`src/rtl/page_stream_tx_pkg.sv`:
```
// ---------------------------------------------------------------------------
// page_stream_tx_pkg
// Shared definitions for the page stream transmitter: BFT packet field
// widths and bit offsets, the control port number on which freespace
// (credit return) packets arrive, credit limits and the transmit FSM states.
// ---------------------------------------------------------------------------
package page_stream_tx_pkg;

    // Field widths of the default BFT packet.
    localparam int PAYLOAD_W = 32;
    localparam int ADDR_W    = 7;
    localparam int PORT_W    = 4;
    localparam int LEAF_W    = 5;

    // Field offsets: [valid | leaf | port | addr | payload].
    localparam int ADDR_LSB  = PAYLOAD_W;
    localparam int PORT_LSB  = ADDR_LSB + ADDR_W;
    localparam int LEAF_LSB  = PORT_LSB + PORT_W;
    localparam int VALID_BIT = LEAF_LSB + LEAF_W;
    localparam int PACKET_W  = VALID_BIT + 1;

    // Port number reserved for control traffic (freespace updates).
    localparam int CTRL_PORT = 0;

    // Credit counter range: 0..CREDIT_MAX.
    localparam int CREDIT_W   = 8;
    localparam int CREDIT_MAX = 128;

    typedef enum logic [1:0] {
        INIT  = 2'd0,
        RUN   = 2'd1,
        STALL = 2'd2
    } tx_state_e;

endpackage

```
`src/rtl/page_stream_tx_credit_counter.sv`:
```
// ---------------------------------------------------------------------------
// tx_credit_counter
// Tracks how many packets the downstream page may still accept. Reset loads
// CREDIT_MAX; each accepted word costs one credit; each freespace update adds
// UPDATE_SIZE, saturating at CREDIT_MAX. Both can happen in the same cycle.
//
// Ports
//   clk        clock
//   reset      synchronous active-high reset (credit := CREDIT_MAX)
//   dec        a word is accepted this cycle
//   inc        a freespace update arrives this cycle
//   zero       current credit is zero
//   next_zero  credit after this cycle's update will be zero
// ---------------------------------------------------------------------------
module tx_credit_counter
    import page_stream_tx_pkg::*;
#(
    parameter int CREDIT_BITS = CREDIT_W,
    parameter int MAX_CREDIT  = CREDIT_MAX,
    parameter int UPDATE_SIZE = 64
) (
    input  logic clk,
    input  logic reset,
    input  logic dec,
    input  logic inc,
    output logic zero,
    output logic next_zero
);

    logic [CREDIT_BITS-1:0] credit;
    logic [CREDIT_BITS-1:0] credit_next;
    logic [CREDIT_BITS:0]   sum;   // one spare bit so credit + update cannot overflow

    // NOTE: every signal assigned in always_comb gets a value on every path
    // (here via the if/else covering all cases), so no latch is inferred.
    always_comb begin
        sum = {1'b0, credit}
            + (inc ? (CREDIT_BITS+1)'(UPDATE_SIZE) : '0)
            - (CREDIT_BITS+1)'(dec);
        if (sum > (CREDIT_BITS+1)'(MAX_CREDIT)) begin
            credit_next = CREDIT_BITS'(MAX_CREDIT);
        end else begin
            credit_next = sum[CREDIT_BITS-1:0];
        end
    end

    // NOTE: sequential state uses non-blocking assignments so every register
    // samples pre-edge values, independent of block ordering.
    always_ff @(posedge clk) begin
        if (reset) begin
            credit <= CREDIT_BITS'(MAX_CREDIT);
        end else begin
            credit <= credit_next;
        end
    end

    assign zero      = (credit == '0);
    assign next_zero = (credit_next == '0);

endmodule

```
`src/rtl/page_stream_tx.sv`:
```
// ---------------------------------------------------------------------------
// page_stream_tx
// Streams user payload words into a BFT network as addressed packets, one
// registered packet per accepted word. Flow control is credit based: the
// destination page starts with 128 free slots and returns credits in
// freespace packets sent to (SELF_LEAF, control port 0).
//
// Optional feature: define PAGE_STREAM_TX_STATS_EN to add the sent_count and
// stall_cycles statistics outputs.
//
// Ports
//   clk               clock
//   reset             synchronous active-high reset
//   din_user2tx       payload word
//   vld_user2tx       payload valid
//   ack_tx2user       payload accepted (combinational: RUN and credit != 0)
//   dest_leaf         destination leaf, captured with each accepted word
//   dest_port         destination port, captured with each accepted word
//   dout_leaf_tx2bft  packet to BFT, all zero when no packet is emitted
//   din_leaf_bft2tx   packet from BFT (only freespace updates are used)
//   sent_count        [stats] emitted packets, wraps at 2^32
//   stall_cycles      [stats] cycles spent in STALL, saturates
// ---------------------------------------------------------------------------
module page_stream_tx
    import page_stream_tx_pkg::*;
#(
    parameter int PACKET_BITS           = PACKET_W,
    parameter int PAYLOAD_BITS          = PAYLOAD_W,
    parameter int NUM_LEAF_BITS         = LEAF_W,
    parameter int NUM_PORT_BITS         = PORT_W,
    parameter int NUM_ADDR_BITS         = ADDR_W,
    parameter int FREESPACE_UPDATE_SIZE = 64,
    parameter int SELF_LEAF             = 0
) (
    input  logic                     clk,
    input  logic                     reset,
    input  logic [PAYLOAD_BITS-1:0]  din_user2tx,
    input  logic                     vld_user2tx,
    output logic                     ack_tx2user,
    input  logic [NUM_LEAF_BITS-1:0] dest_leaf,
    input  logic [NUM_PORT_BITS-1:0] dest_port,
    output logic [PACKET_BITS-1:0]   dout_leaf_tx2bft,
    input  logic [PACKET_BITS-1:0]   din_leaf_bft2tx
`ifdef PAGE_STREAM_TX_STATS_EN
    ,
    output logic [31:0]              sent_count,
    output logic [31:0]              stall_cycles
`endif
);

    // Offsets derived from the configured field widths.
    localparam int A_LSB = PAYLOAD_BITS;
    localparam int P_LSB = A_LSB + NUM_ADDR_BITS;
    localparam int L_LSB = P_LSB + NUM_PORT_BITS;
    localparam int V_BIT = L_LSB + NUM_LEAF_BITS;

    tx_state_e                state;
    logic [NUM_ADDR_BITS-1:0] addr;
    logic [PACKET_BITS-1:0]   dout_q;
    logic                     credit_zero;
    logic                     credit_next_zero;
    logic                     accept;
    logic                     freespace;

    assign ack_tx2user = (state == RUN) && !credit_zero;
    assign accept      = vld_user2tx && ack_tx2user;

    // A freespace update is a valid packet addressed to this leaf's control port.
    assign freespace = din_leaf_bft2tx[V_BIT]
        && (din_leaf_bft2tx[L_LSB +: NUM_LEAF_BITS] == NUM_LEAF_BITS'(SELF_LEAF))
        && (din_leaf_bft2tx[P_LSB +: NUM_PORT_BITS] == NUM_PORT_BITS'(CTRL_PORT));

    // Address and payload bits of incoming packets carry no meaning here.
    logic unused_bft;
    assign unused_bft = ^din_leaf_bft2tx[P_LSB-1:0];

    tx_credit_counter #(
        .CREDIT_BITS (CREDIT_W),
        .MAX_CREDIT  (CREDIT_MAX),
        .UPDATE_SIZE (FREESPACE_UPDATE_SIZE)
    ) u_credit (
        .clk       (clk),
        .reset     (reset),
        .dec       (accept),
        .inc       (freespace),
        .zero      (credit_zero),
        .next_zero (credit_next_zero)
    );

    always_ff @(posedge clk) begin
        if (reset) begin
            state  <= INIT;
            addr   <= '0;
            dout_q <= '0;
        end else begin
            unique case (state)
                INIT:    state <= RUN;
                RUN:     if (credit_next_zero)  state <= STALL;
                STALL:   if (!credit_next_zero) state <= RUN;
                default: state <= INIT;
            endcase

            // Destination is sampled together with the payload it belongs to.
            if (accept) begin
                dout_q <= {1'b1, dest_leaf, dest_port, addr, din_user2tx};
                addr   <= addr + 1'b1;
            end else begin
                dout_q <= '0;
            end
        end
    end

    assign dout_leaf_tx2bft = dout_q;

`ifdef PAGE_STREAM_TX_STATS_EN
    // sent_count steps on the same edge that loads the emitted packet.
    always_ff @(posedge clk) begin
        if (reset) begin
            sent_count   <= '0;
            stall_cycles <= '0;
        end else begin
            if (accept) begin
                sent_count <= sent_count + 1'b1;
            end
            if ((state == STALL) && (stall_cycles != '1)) begin
                stall_cycles <= stall_cycles + 1'b1;
            end
        end
    end
`endif

endmodule
```
`config.mk`:
```
export PLATFORM = sky130hd
export DESIGN_NAME = page_stream_tx
export DESIGN_NICKNAME = d
export VERILOG_FILES = /design/src/rtl/page_stream_tx_pkg.sv /design/src/rtl/page_stream_tx_credit_counter.sv /design/src/rtl/page_stream_tx.sv
export SDC_FILE = /design/constraint.sdc
export NUM_CORES = 1
export LEC_CHECK = 0
export ABC_AREA = 1
export ABC_CLOCK_PERIOD_IN_PS = 7920
export BUFFER_PORTS_ARGS = -buffer_cell sky130_fd_sc_hd__buf_2
export CORE_MARGIN = 8
export CORE_UTILIZATION = 47
export DETAILED_ROUTE_END_ITERATION = 10
export PLACE_DENSITY = 0.92
export SETUP_SLACK_MARGIN = 0.05
export SLEW_MARGIN = 10
export SYNTH_ARGS = -nofsm -noshare
export SYNTH_HDL_FRONTEND = slang
export SYNTH_SLANG_ARGS = --single-unit
```
`constraint.sdc`:
```
create_clock -name clk -period 7.92 [get_ports clk]
set_clock_uncertainty 0.15 [all_clocks]
set_input_delay 1.584 -clock clk [delete_from_list [all_inputs] [get_ports clk]]
set_output_delay 1.584 -clock clk [all_outputs]
set_load 0.02 [all_outputs]
```
-- Word level (Yosys, flattened, before mapping)
Index checks and enable logic that the tools add are counted.
- register bits: 66
- bits of input ports: 93
- output and inout port bits: 50
- word-level logic and storage cells: 32
- add/subtract/negate cells: 3
- magnitude comparators: 1
- equal/unequal tests: 4
- mux-type cells: 6
- bitwise operators: 1
- reduce and logical (&&, ||, !) cells: 12
- operators by type and width (operator ; number):
    $mux 49 ; 1
    $logic_not 8->1 ; 2
    $add 8x9->9 ; 1
    $gt 9x8->1 const B ; 1
    $sub 9x1->9 ; 1
    $mux 8 ; 1
    $add 7x1->7 const B ; 1
    $mux 7 ; 1
    $pmux 2 s3 ; 1
    $logic_not 5->1 ; 1
    $logic_and 1x1->1 ; 4
    $logic_not 4->1 ; 1
    $mux 2 ; 2
    $ne 2x2->1 const B ; 2
    $eq 2x1->1 const B ; 1
    $eq 2x2->1 const B ; 1
    $logic_not 2->1 ; 1
    $reduce_and 2->1 ; 1
    $reduce_or 2->1 ; 1
    $logic_not 1->1 ; 1
    $not 1->1 ; 1

-- Longest topological paths before layout
Gate-level depths: netlist of run 1.
- word-level depth: 11
- gate-level depth with buffers: 25
- depth with buffers taken out: 25

-- Modules after synthesis
From an unflattened synthesis of run 1, not the netlist that was laid out.
- cells, all modules: 345
- area total of the unflattened synthesis: 2696.3 um2
- modules (own cells, without submodules) (module ; instances ; cells each ; area each (um2) ; sequential area each (um2)):
    page_stream_tx ; 1 ; 225 ; 1935.6 ; 1161.1
    tx_credit_counter ; 1 ; 120 ; 760.7 ; 160.2

-- Least setup slack after synthesis of run 1
Ideal clock, no wire load.
- kind: input port to flip-flop
- start point: input port din_leaf_bft2tx[44]
- end point: register state[0]
- library setup time: 0.113 ns
- arrival: 3.462 ns
- required time: 7.657 ns
- slack: 4.195 ns
- stages: 16
- buffers on the path: 0
- path through: nor4_1 > nand4_1 > ha_1 > inv_1 > ha_1 > inv_2 > nor2_1 > nand3_1 > nand4_1 > nand2_4 > nor2_1 > nand2_1 > nor2_1 > nand2_1 > nor2_1 > nor2_1
- longest elaborated chain between the ends: 11
- elaborated cells on any way between the ends: 12
- classes of those cells: add/sub (2); order compare (1); eq/ne (2); mux (2); reduce/logical (5)
- RTL lines (item ; RTL line ; source):
    start: declaration ; page_stream_tx.sv:43 ; input logic [PACKET_BITS-1:0] din_leaf_bft2tx
    $logic_not 5->1 * ; page_stream_tx.sv:70 ; && (din_leaf_bft2tx[L_LSB +: NUM_LEAF_BITS] == NUM_LEAF_BITS'(SELF_LEAF))
    $logic_and 1x1->1 * ; page_stream_tx.sv:70 ;
    $logic_and 1x1->1 * ; page_stream_tx.sv:71 ; && (din_leaf_bft2tx[P_LSB +: NUM_PORT_BITS] == NUM_PORT_BITS'(CTRL_PORT));
    $mux 7 * ; page_stream_tx_credit_counter.sv:38 ; + (inc ? (CREDIT_BITS+1)'(UPDATE_SIZE) : '0)
    $add 8x9->9 * ; page_stream_tx_credit_counter.sv:38 ;
    $sub 9x1->9 * ; page_stream_tx_credit_counter.sv:39 ; - (CREDIT_BITS+1)'(dec);
    $gt 9x8->1 ; page_stream_tx_credit_counter.sv:40 ; if (sum > (CREDIT_BITS+1)'(MAX_CREDIT)) begin
    $mux 8 * ; page_stream_tx_credit_counter.sv:40 ;
    $logic_not 8->1 * ; page_stream_tx_credit_counter.sv:58 ; assign next_zero = (credit_next == '0);
    $ne 2x2->1 (no line) ; n/a ;
    $reduce_and 2->1 (no line) * ; n/a ;
    end signal: assignment ; page_stream_tx.sv:92 ; state <= INIT;
    end signal: assignment ; page_stream_tx.sv:97 ; INIT: state <= RUN;
    end signal: assignment ; page_stream_tx.sv:98 ; RUN: if (credit_next_zero) state <= STALL;
    end: declaration ; page_stream_tx.sv:57 ; tx_state_e state;
Mark *: on every way between the ends. The rest lies on a longest branch, timed or not.
A chain may end at the register's enable or synchronous reset.

-- Worst setup path after layout of run 1
- start point: input port vld_user2tx
- end point: register state[1]
- longest elaborated chain between the ends: 7
- elaborated cells on any way between the ends: 8
- classes of those cells: add/sub (1); order compare (1); eq/ne (2); mux (1); reduce/logical (3)
- RTL lines (item ; RTL line ; source):
    start: declaration ; page_stream_tx.sv:38 ; input logic vld_user2tx,
    $logic_and 1x1->1 * ; page_stream_tx.sv:66 ; assign accept = vld_user2tx && ack_tx2user;
    via accept ; page_stream_tx.sv:62 ; logic accept;
    $sub 9x1->9 * ; page_stream_tx_credit_counter.sv:39 ;
    $gt 9x8->1 ; page_stream_tx_credit_counter.sv:40 ;
    $mux 8 * ; page_stream_tx_credit_counter.sv:40 ;
    $logic_not 8->1 * ; page_stream_tx_credit_counter.sv:58 ;
    $ne 2x2->1 (no line) ; n/a ;
    $reduce_and 2->1 (no line) * ; n/a ;
The timed path passes the listed nets; every way through them passes the cells marked *.

==> out/results.md, run 1 <==
| Quantity | This run |
|---|---|
| Outcome | completed |
| Skew-Pair Late Insertion Delay | 0.34 ns |
| Seq cells post-synth | 66 |
| Buffer depth of the longest clock path | 2 |
| Setup Viol. Count Final | 0 |
| Count of buffers added by post-CTS timing repair for setup | 0 |
| Routed len/inst | 12.7 um |
| Design area | 3430 um^2 |
| Share of power burned in the clock network | 22.7% |
| Mean instance size in the synthesized netlist | 7.64 um^2 |
| Via-to-Cell Ratio | 4.56 |
| Top Ports | 143 |
| Critical path's top delay family | simple AND/OR/NAND/NOR gates |
| Distinct cell type count after synthesis | 24 |
| Clock sinks | 66 |
| Remaining global-route overflow | 0 |
| Post-synthesis cell count | 340 |
| Crit path launch type | primary input |
| Final critical-path share of the clock period | 47.5% |
| Cells traversed along the worst timing path | buf_2 -> nand2_2 -> inv_1 -> ha_1 -> inv_1 -> ha_1 -> inv_1 -> fa_1 -> inv_1 -> nand3_1 -> nand2_1 -> nand2_1 -> nand2_1 -> nor2_1 -> nand2_1 -> nand2_4 -> nand3_1 -> nand2_1 -> nor2_1 -> nand2_1 -> nor2_1 |
| Fraction of final layout cells with drive strength greater than 1 | 29.7% |
| Fraction of power spent switching nets | 44.3% |
| Count of final hold-check violations | 0 |
| Power per cell area | 444 nW/um^2 |
| Clock root cell | sky130_fd_sc_hd__clkbuf_8 |
| Cell internal pwr | 0.000849 W |
| Startpoint-to-endpoint class of the critical path | primary input to register |
| CORE AREA | 5410 um^2 |
| CTS H-Tree Depth | 3 |
| Critical path depth | 21 |
| Setup TNS | 0 ns |
| Die area | 8160 um^2 |
| Number of cells on the worst reg-to-reg path | 25 |
| Count of standard-cell rows | 27 |
| Highest-count cells in the layout ignoring fill and taps | sky130_fd_sc_hd__buf_2 (103), sky130_fd_sc_hd__inv_1 (82), sky130_fd_sc_hd__nor2_1 (75) |
| TritonCTS buffer count | 9 |
| Worst stage delay on the critical path | 0.39 ns |
| Number of antenna violations at the first check in global routing | 0 |
| Count of input and output buffers | 103 |
| Combinational cell fraction of total power | 50.9% |
| Weighted congestion reported at the end of routability-driven placement | 0.911 |
| WP data required | 8.05 ns |
| Slack of the worst reg-to-reg path | 4.70 ns |
| Arr. time, crit path | 3.90 ns |
| Number of cells traversed by the worst hold path | 2 |
| RSZ-0062 raised after global routing | no |
| Routed WL | 6690 um |
| Clock transition at the registers of the reported paths | 0.08 ns |
| Buf/Inv on CP | 5 |
| Hold_buf cts | 0 |
| Via count | 2,398 |
| Horizontal extent of the die | 90.3 um |
| DRC errors left | 0 |
| Fill cell total of the finished layout | 438 |
| Cell occurring most often along the worst timing path | sky130_fd_sc_hd__nand2_1 |
| Pin count of the biggest net entering global routing | 49 |
| Count of synthesis-stage warnings from yosys | 0 |
| Sequential share of power | 26.4% |
| Lkg Pwr | 1.97 nW |
| Half-perimeter wire length after detailed placement | 5010 um |
| CTS tree | yes |
| Achievable clock frequency | 0.266 GHz |
| Number of diodes added for antenna fixing | 0 |
| Sequential fraction of the synthesis area | 50.9% |
| Vert. Die Dim | 90.3 um |
| Master of the slowest instance on the critical path | sky130_fd_sc_hd__fa_1 |
| Number of global-route vias before repair | 2,587 |
| Wire length of the first global-routing pass | 11,300 um |
| Total power after layout | 0.00152 W |
| Setup slack after layout | 4.16 ns |
| Worst Tran Pin Value | 0.465 ns |
| Antenna-violating nets left | 0 |
| Final critical-path required period | 3.76 ns |
| Leading cell type in the layout, fill and taps excluded | sky130_fd_sc_hd__buf_2 |
| Initial Utilization | 48.0% |
| Total cell area at the placement stage | 3180 um^2 |
| Worst setup slack after placement | 3.84 ns |
| Starting DRT DRC Count | 155 |
| Final max-slew violation count | 0 |
| Worst min-delay path category | register to register |
| Global routing usage summed across all routing layers | 16.9% |
| First-pass DRT Iterations | 4 |
| Number of max-cap violations | 0 |
| Kind of end point of the critical path | register |
| Peak supply drop | 244 uV |
| Mapped cell area | 2600 um^2 |
| Net Sw Power | 0.000675 W |
| Worst slew margin relative to its limit | 69.0% |
| Total of cells resized after clock tree synthesis | 0 |
| Max Fanout on Critical Path | 9 |
| Post-synth net total | 446 |
| Total number of nets in the final design | 555 |
| Layout overhead on the synthesized area | 32.1% |
metrics by stage:
step,hold slack [ns],cells,util [%]
after floorplan,0.281,340,-
after global placement,0.295,510,58.9
after detailed placement,0.309,510,58.9
after CTS,0.318,526,63.5
after global routing,0.352,526,63.5
final,0.323,526,63.5
cell families (layout without fill, tap and decap cells):
| family | Yosys count | after routing | synth area share, % |
|---|---|---|---|
| buffers and inverters | 93 | 207 | 13.7 |
| AOI/OAI and AO/OA | 17 | 17 | 3.90 |
| adders and majority gates | 13 | 13 | 6.55 |
| and+or+nand+nor | 151 | 151 | 24.9 |
| DFF | 66 | 66 | 50.9 |
sequential cells by signal, indices dropped and copies added (netlist names):
signal            flops
dout_leaf_tx2bft     49
u_credit.credit       8
addr                  7
state                 2
tightest hold or removal path, stage by stage, from the launching register on:
cell and delay, ns:
sky130_fd_sc_hd__dfxtp_1 0.30, sky130_fd_sc_hd__inv_1 0.08, sky130_fd_sc_hd__nor2_1 0.05
cells in the mapped netlist:
| master | n | area (um^2) |
|---|---|---|
| sky130_fd_sc_hd__inv_2 | 4 | 15.0 |
| sky130_fd_sc_hd__nand3_1 | 20 | 100 |
| sky130_fd_sc_hd__inv_1 | 82 | 308 |
| sky130_fd_sc_hd__nand2_1 | 38 | 143 |
| sky130_fd_sc_hd__nor2_1 | 75 | 282 |
| sky130_fd_sc_hd__nor2_2 | 2 | 12.5 |
| sky130_fd_sc_hd__fa_1 | 1 | 20.0 |
| sky130_fd_sc_hd__inv_4 | 1 | 6.26 |
| sky130_fd_sc_hd__a21oi_2 | 1 | 8.76 |
| sky130_fd_sc_hd__clkbuf_1 | 2 | 7.51 |
| sky130_fd_sc_hd__nand2_2 | 4 | 25.0 |
| sky130_fd_sc_hd__o211ai_1 | 3 | 22.5 |
| sky130_fd_sc_hd__ha_1 | 12 | 150 |
| sky130_fd_sc_hd__a21oi_1 | 6 | 30.0 |
| sky130_fd_sc_hd__nor3_1 | 3 | 15.0 |
| sky130_fd_sc_hd__nand4_1 | 4 | 25.0 |
| sky130_fd_sc_hd__nor4_1 | 2 | 12.5 |
| sky130_fd_sc_hd__o21ai_0 | 5 | 25.0 |
| sky130_fd_sc_hd__nand2_4 | 2 | 22.5 |
| sky130_fd_sc_hd__o21a_1 | 1 | 7.51 |
| sky130_fd_sc_hd__buf_2 | 4 | 20.0 |
| sky130_fd_sc_hd__nor3_2 | 1 | 10.0 |
| sky130_fd_sc_hd__dfxtp_1 | 66 | 1320 |
| sky130_fd_sc_hd__a21o_1 | 1 | 7.51 |
power by group through the flow:
stage                     clock network (W)  logic [W]  registers, W
after floorplan                           0   0.000559      0.000433
after global placement                    0   0.000713      0.000406
after detailed placement                  0   0.000748      0.000409
after CTS                          0.000352   0.000767      0.000402
after global routing               0.000366   0.000881      0.000406
final                              0.000346   0.000775      0.000402
layout make-up:
cell class                 count  area, um^2  share of cell area [%]
sequential                    66        1320                    38.5
inverter                      87         329                    9.59
tap                           72        90.1                    2.63
multi-input combinational    181         918                    26.8
clock inverter                 7         125                    3.65
clock buffer                   9         124                    3.61
timing repair buffer         104         523                    15.2
layer usage:
layer	up-vias	global-route usage (%)	routed length (um)
met2	82	32.5	3690
met1	1084	14.9	2290
li1	1224	-	-
met4	0	7.49	111
met3	8	6.98	603
met5	-	0	0
path summary, 6_finish.rpt:
check,startpoint,to
max,vld_user2tx,state[1]
min,addr[6],dout_leaf_tx2bft[38]
max reg2reg,u_credit.credit[2],state[1]
min reg2reg,addr[6],dout_leaf_tx2bft[38]
No activity file was read; power rests on OpenSTA's default activity.
==> run 2, diff against run 1 <==
Settings changed: ABC_CLOCK_PERIOD_IN_PS 7920 to 3600, CORE_UTILIZATION 47 to 44, PLACE_DENSITY 0.92 to 0.87.
Clock period 7.92 ns to 3.6 ns, I/O delays scaled along.
==> run 2 against run 1 <==
  * Clock-buffer cell count is 2 higher
  * Die area is 5.6% higher
  * Final cell count is 0.57% higher
  * Largest cell class unchanged
==> out/results.md, run 2 (same netlist as run 1, synthesis figures left out) <==
| Quantity | This run | vs previous |
|---|---|---|
| Via-to-Cell Ratio | 4.42 | -3.1% |
| Number of diodes added for antenna fixing | 0 | unchanged |
| Hold Crit Start | addr[6] |  |
| Pin count of the biggest net entering global routing | 49 | unchanged |
| Crit path launch type | register |  |
| WP data required | 3.72 ns | -4.33 ns |
| Antenna-violating nets left | 0 | unchanged |
| Count of input and output buffers | 103 | unchanged |
| Buffer depth of the longest clock path | 2 | unchanged |
| Lkg Pwr | 1.93 nW | -2.0% |
| Total cell area at the placement stage | 3190 um^2 | +0.12% |
| Hold_buf cts | 0 | unchanged |
| Number of global-route vias before repair | 2,383 | -7.9% |
| Fill cell total of the finished layout | 529 | +21% |
| Max Fanout on Critical Path | 9 | unchanged |
| Achievable clock frequency | 0.312 GHz |  |
| Worst min-delay path category | register to register |  |
| Count of buffers added by post-CTS timing repair for setup | 0 | unchanged |
| Half-perimeter wire length after detailed placement | 4660 um | -7.0% |
| Horizontal extent of the die | 92.8 um | +2.8% |
| Starting DRT DRC Count | 100 | -35% |
| Vert. Die Dim | 92.8 um | +2.8% |
| Setup TNS | 0 ns | unchanged |
| Cell occurring most often along the worst timing path | sky130_fd_sc_hd__nand2_1 |  |
| Skew-Pair Late Insertion Delay | 0.33 ns | about the same |
| Kind of end point of the critical path | register |  |
| CTS H-Tree Depth | 3 | unchanged |
| Final critical-path required period | 3.21 ns |  |
| Clock root cell | sky130_fd_sc_hd__clkbuf_8 |  |
| Non-filler instance count after layout | 529 | +0.57% |
| Power per cell area | 910 nW/um^2 | +100% |
| Worst stage delay on the critical path | 0.39 ns | about the same |
| Count of standard-cell rows | 28 | +3.7% |
| Arr. time, crit path | 3.33 ns | -0.57 ns |
| Die area | 8610 um^2 | +5.6% |
| Remaining global-route overflow | 0 | unchanged |
| Worst Tran Pin Value | 0.470 ns | +0.00471 ns |
| TritonCTS buffer count | 9 | unchanged |
| Master of the slowest instance on the critical path | sky130_fd_sc_hd__fa_1 |  |
| Wire length of the first global-routing pass | 9860 um | -13% |
| CP startpoint | u_credit.credit[2] |  |
| Number of max-cap violations | 0 | unchanged |
| Setup Viol. Count Final | 0 | unchanged |
| Slack of the worst reg-to-reg path | 0.39 ns | -4.31 ns |
| Total of cells resized after clock tree synthesis | 0 | unchanged |
| Outcome | completed |  |
| Final critical-path share of the clock period | 89.1% |  |
| Clock transition at the registers of the reported paths | 0.07 ns | about the same |
| Total number of nets in the final design | 555 | unchanged |
| Routed WL | 5880 um | -12% |
| First-pass DRT Iterations | 5 | +1 |
| CORE AREA | 5820 um^2 | +7.6% |
| Area occupied by multi-input gates | 918 um^2 | unchanged |
| Max FFs per register | 49 | unchanged |
| Weighted congestion reported at the end of routability-driven placement | 0.829 | -9.0% |
| Top Ports | 143 | unchanged |
| Global routing usage summed across all routing layers | 14.1% | -2.8 points |
| Post-layout util | 57.7% | -5.7 points |
| Highest-count cells in the layout ignoring fill and taps | sky130_fd_sc_hd__buf_2 (103), sky130_fd_sc_hd__inv_1 (82), sky130_fd_sc_hd__nor2_1 (75) |  |
| DRC errors left | 0 | unchanged |
| Initial Utilization | 44.6% | -3.4 points |
| Instance count after placement with tap cells included | 513 | +0.59% |
| RSZ-0062 raised after global routing | no |  |
| Count of final hold-check violations | 0 | unchanged |
| Fraction of final layout cells with drive strength greater than 1 | 29.5% | -0.22 points |
| Routed len/inst | 11.1 um | -13% |
| Startpoint-to-endpoint class of the critical path | register to register |  |
| Sequential Area | 1320 um^2 | unchanged |
| CTS tree | yes |  |
| Final max-slew violation count | 0 | unchanged |
| Design area | 3360 um^2 | -2.2% |
| Peak supply drop | 458 uV | +88% |
| Leading cell type in the layout, fill and taps excluded | sky130_fd_sc_hd__buf_2 |  |
| Number of antenna violations at the first check in global routing | 0 | unchanged |
| Layout overhead on the synthesized area | 29.3% |  |
| Via count | 2,337 | -2.5% |
| Worst slew margin relative to its limit | 68.7% | -0.31 points |
| Clock sinks | 66 | unchanged |
| Startpoint of the worst-slack reg-to-reg timing path | u_credit.credit[2] |  |
[run 2: cell types whose count changed in the layout (fill, tap and decap cells not counted), sizes merged]
cell,change
inv,-1
clkbuf,+2
bufinv,-3
clkinvlp,+2
[run 2: final timing paths]
| kind | cells after the start | to |
|---|---|---|
| worst max register to register | 25 | state[1] |
| worst min register to register | 2 | dout_leaf_tx2bft[38] |
| worst max-delay path | 25 | state[1] |
| worst min-delay path | 2 | dout_leaf_tx2bft[38] |
[run 2: area by class of cell]
| class | instances | share of cell area [%] |
|---|---|---|
| repair buffers | 104 | 15.6 |
| multi-input cells | 181 | 27.4 |
| inverters | 87 | 9.80 |
| clock inverters | 5 | 0.895 |
| clock buffers | 11 | 4.21 |
| flip-flops and latches | 66 | 39.4 |
| well taps | 75 | 2.80 |
[run 2: metrics by stage]
step           worst slack (ns)  power (W)  hold WS [ns]
6_report                  0.391    0.00305         0.318
5_1_grt                  0.0577    0.00336         0.340
4_1_cts                   0.365    0.00308         0.321
3_5_place_dp              0.359    0.00254         0.304
3_3_place_gp              0.450    0.00247         0.296
2_1_floorplan             0.739    0.00218         0.281
[run 2: critical path, delay by kind of cell, from the launching register on]
kind | cells | cell delay [ns]
fa+ha+maj | 4 | 0.89
buf+inv | 6 | 0.42
flops | 1 | 0.34
simple gates | 15 | 1.34
[run 2: per-layer routing]
layer	GRT usage, %	share of wire (%)
met5	0	0
met4	4.97	1.2
met3	9.14	13
met2	24.3	48
met1	13.2	37
[run 2: power by group]
group / internal [W] / switching (W) / total (W)
Combinational: 0.000566 / 0.00108 / 0.00164
Sequential: 0.000835 / 0.0000456 / 0.000881
Clock: 0.000265 / 0.000265 / 0.000529
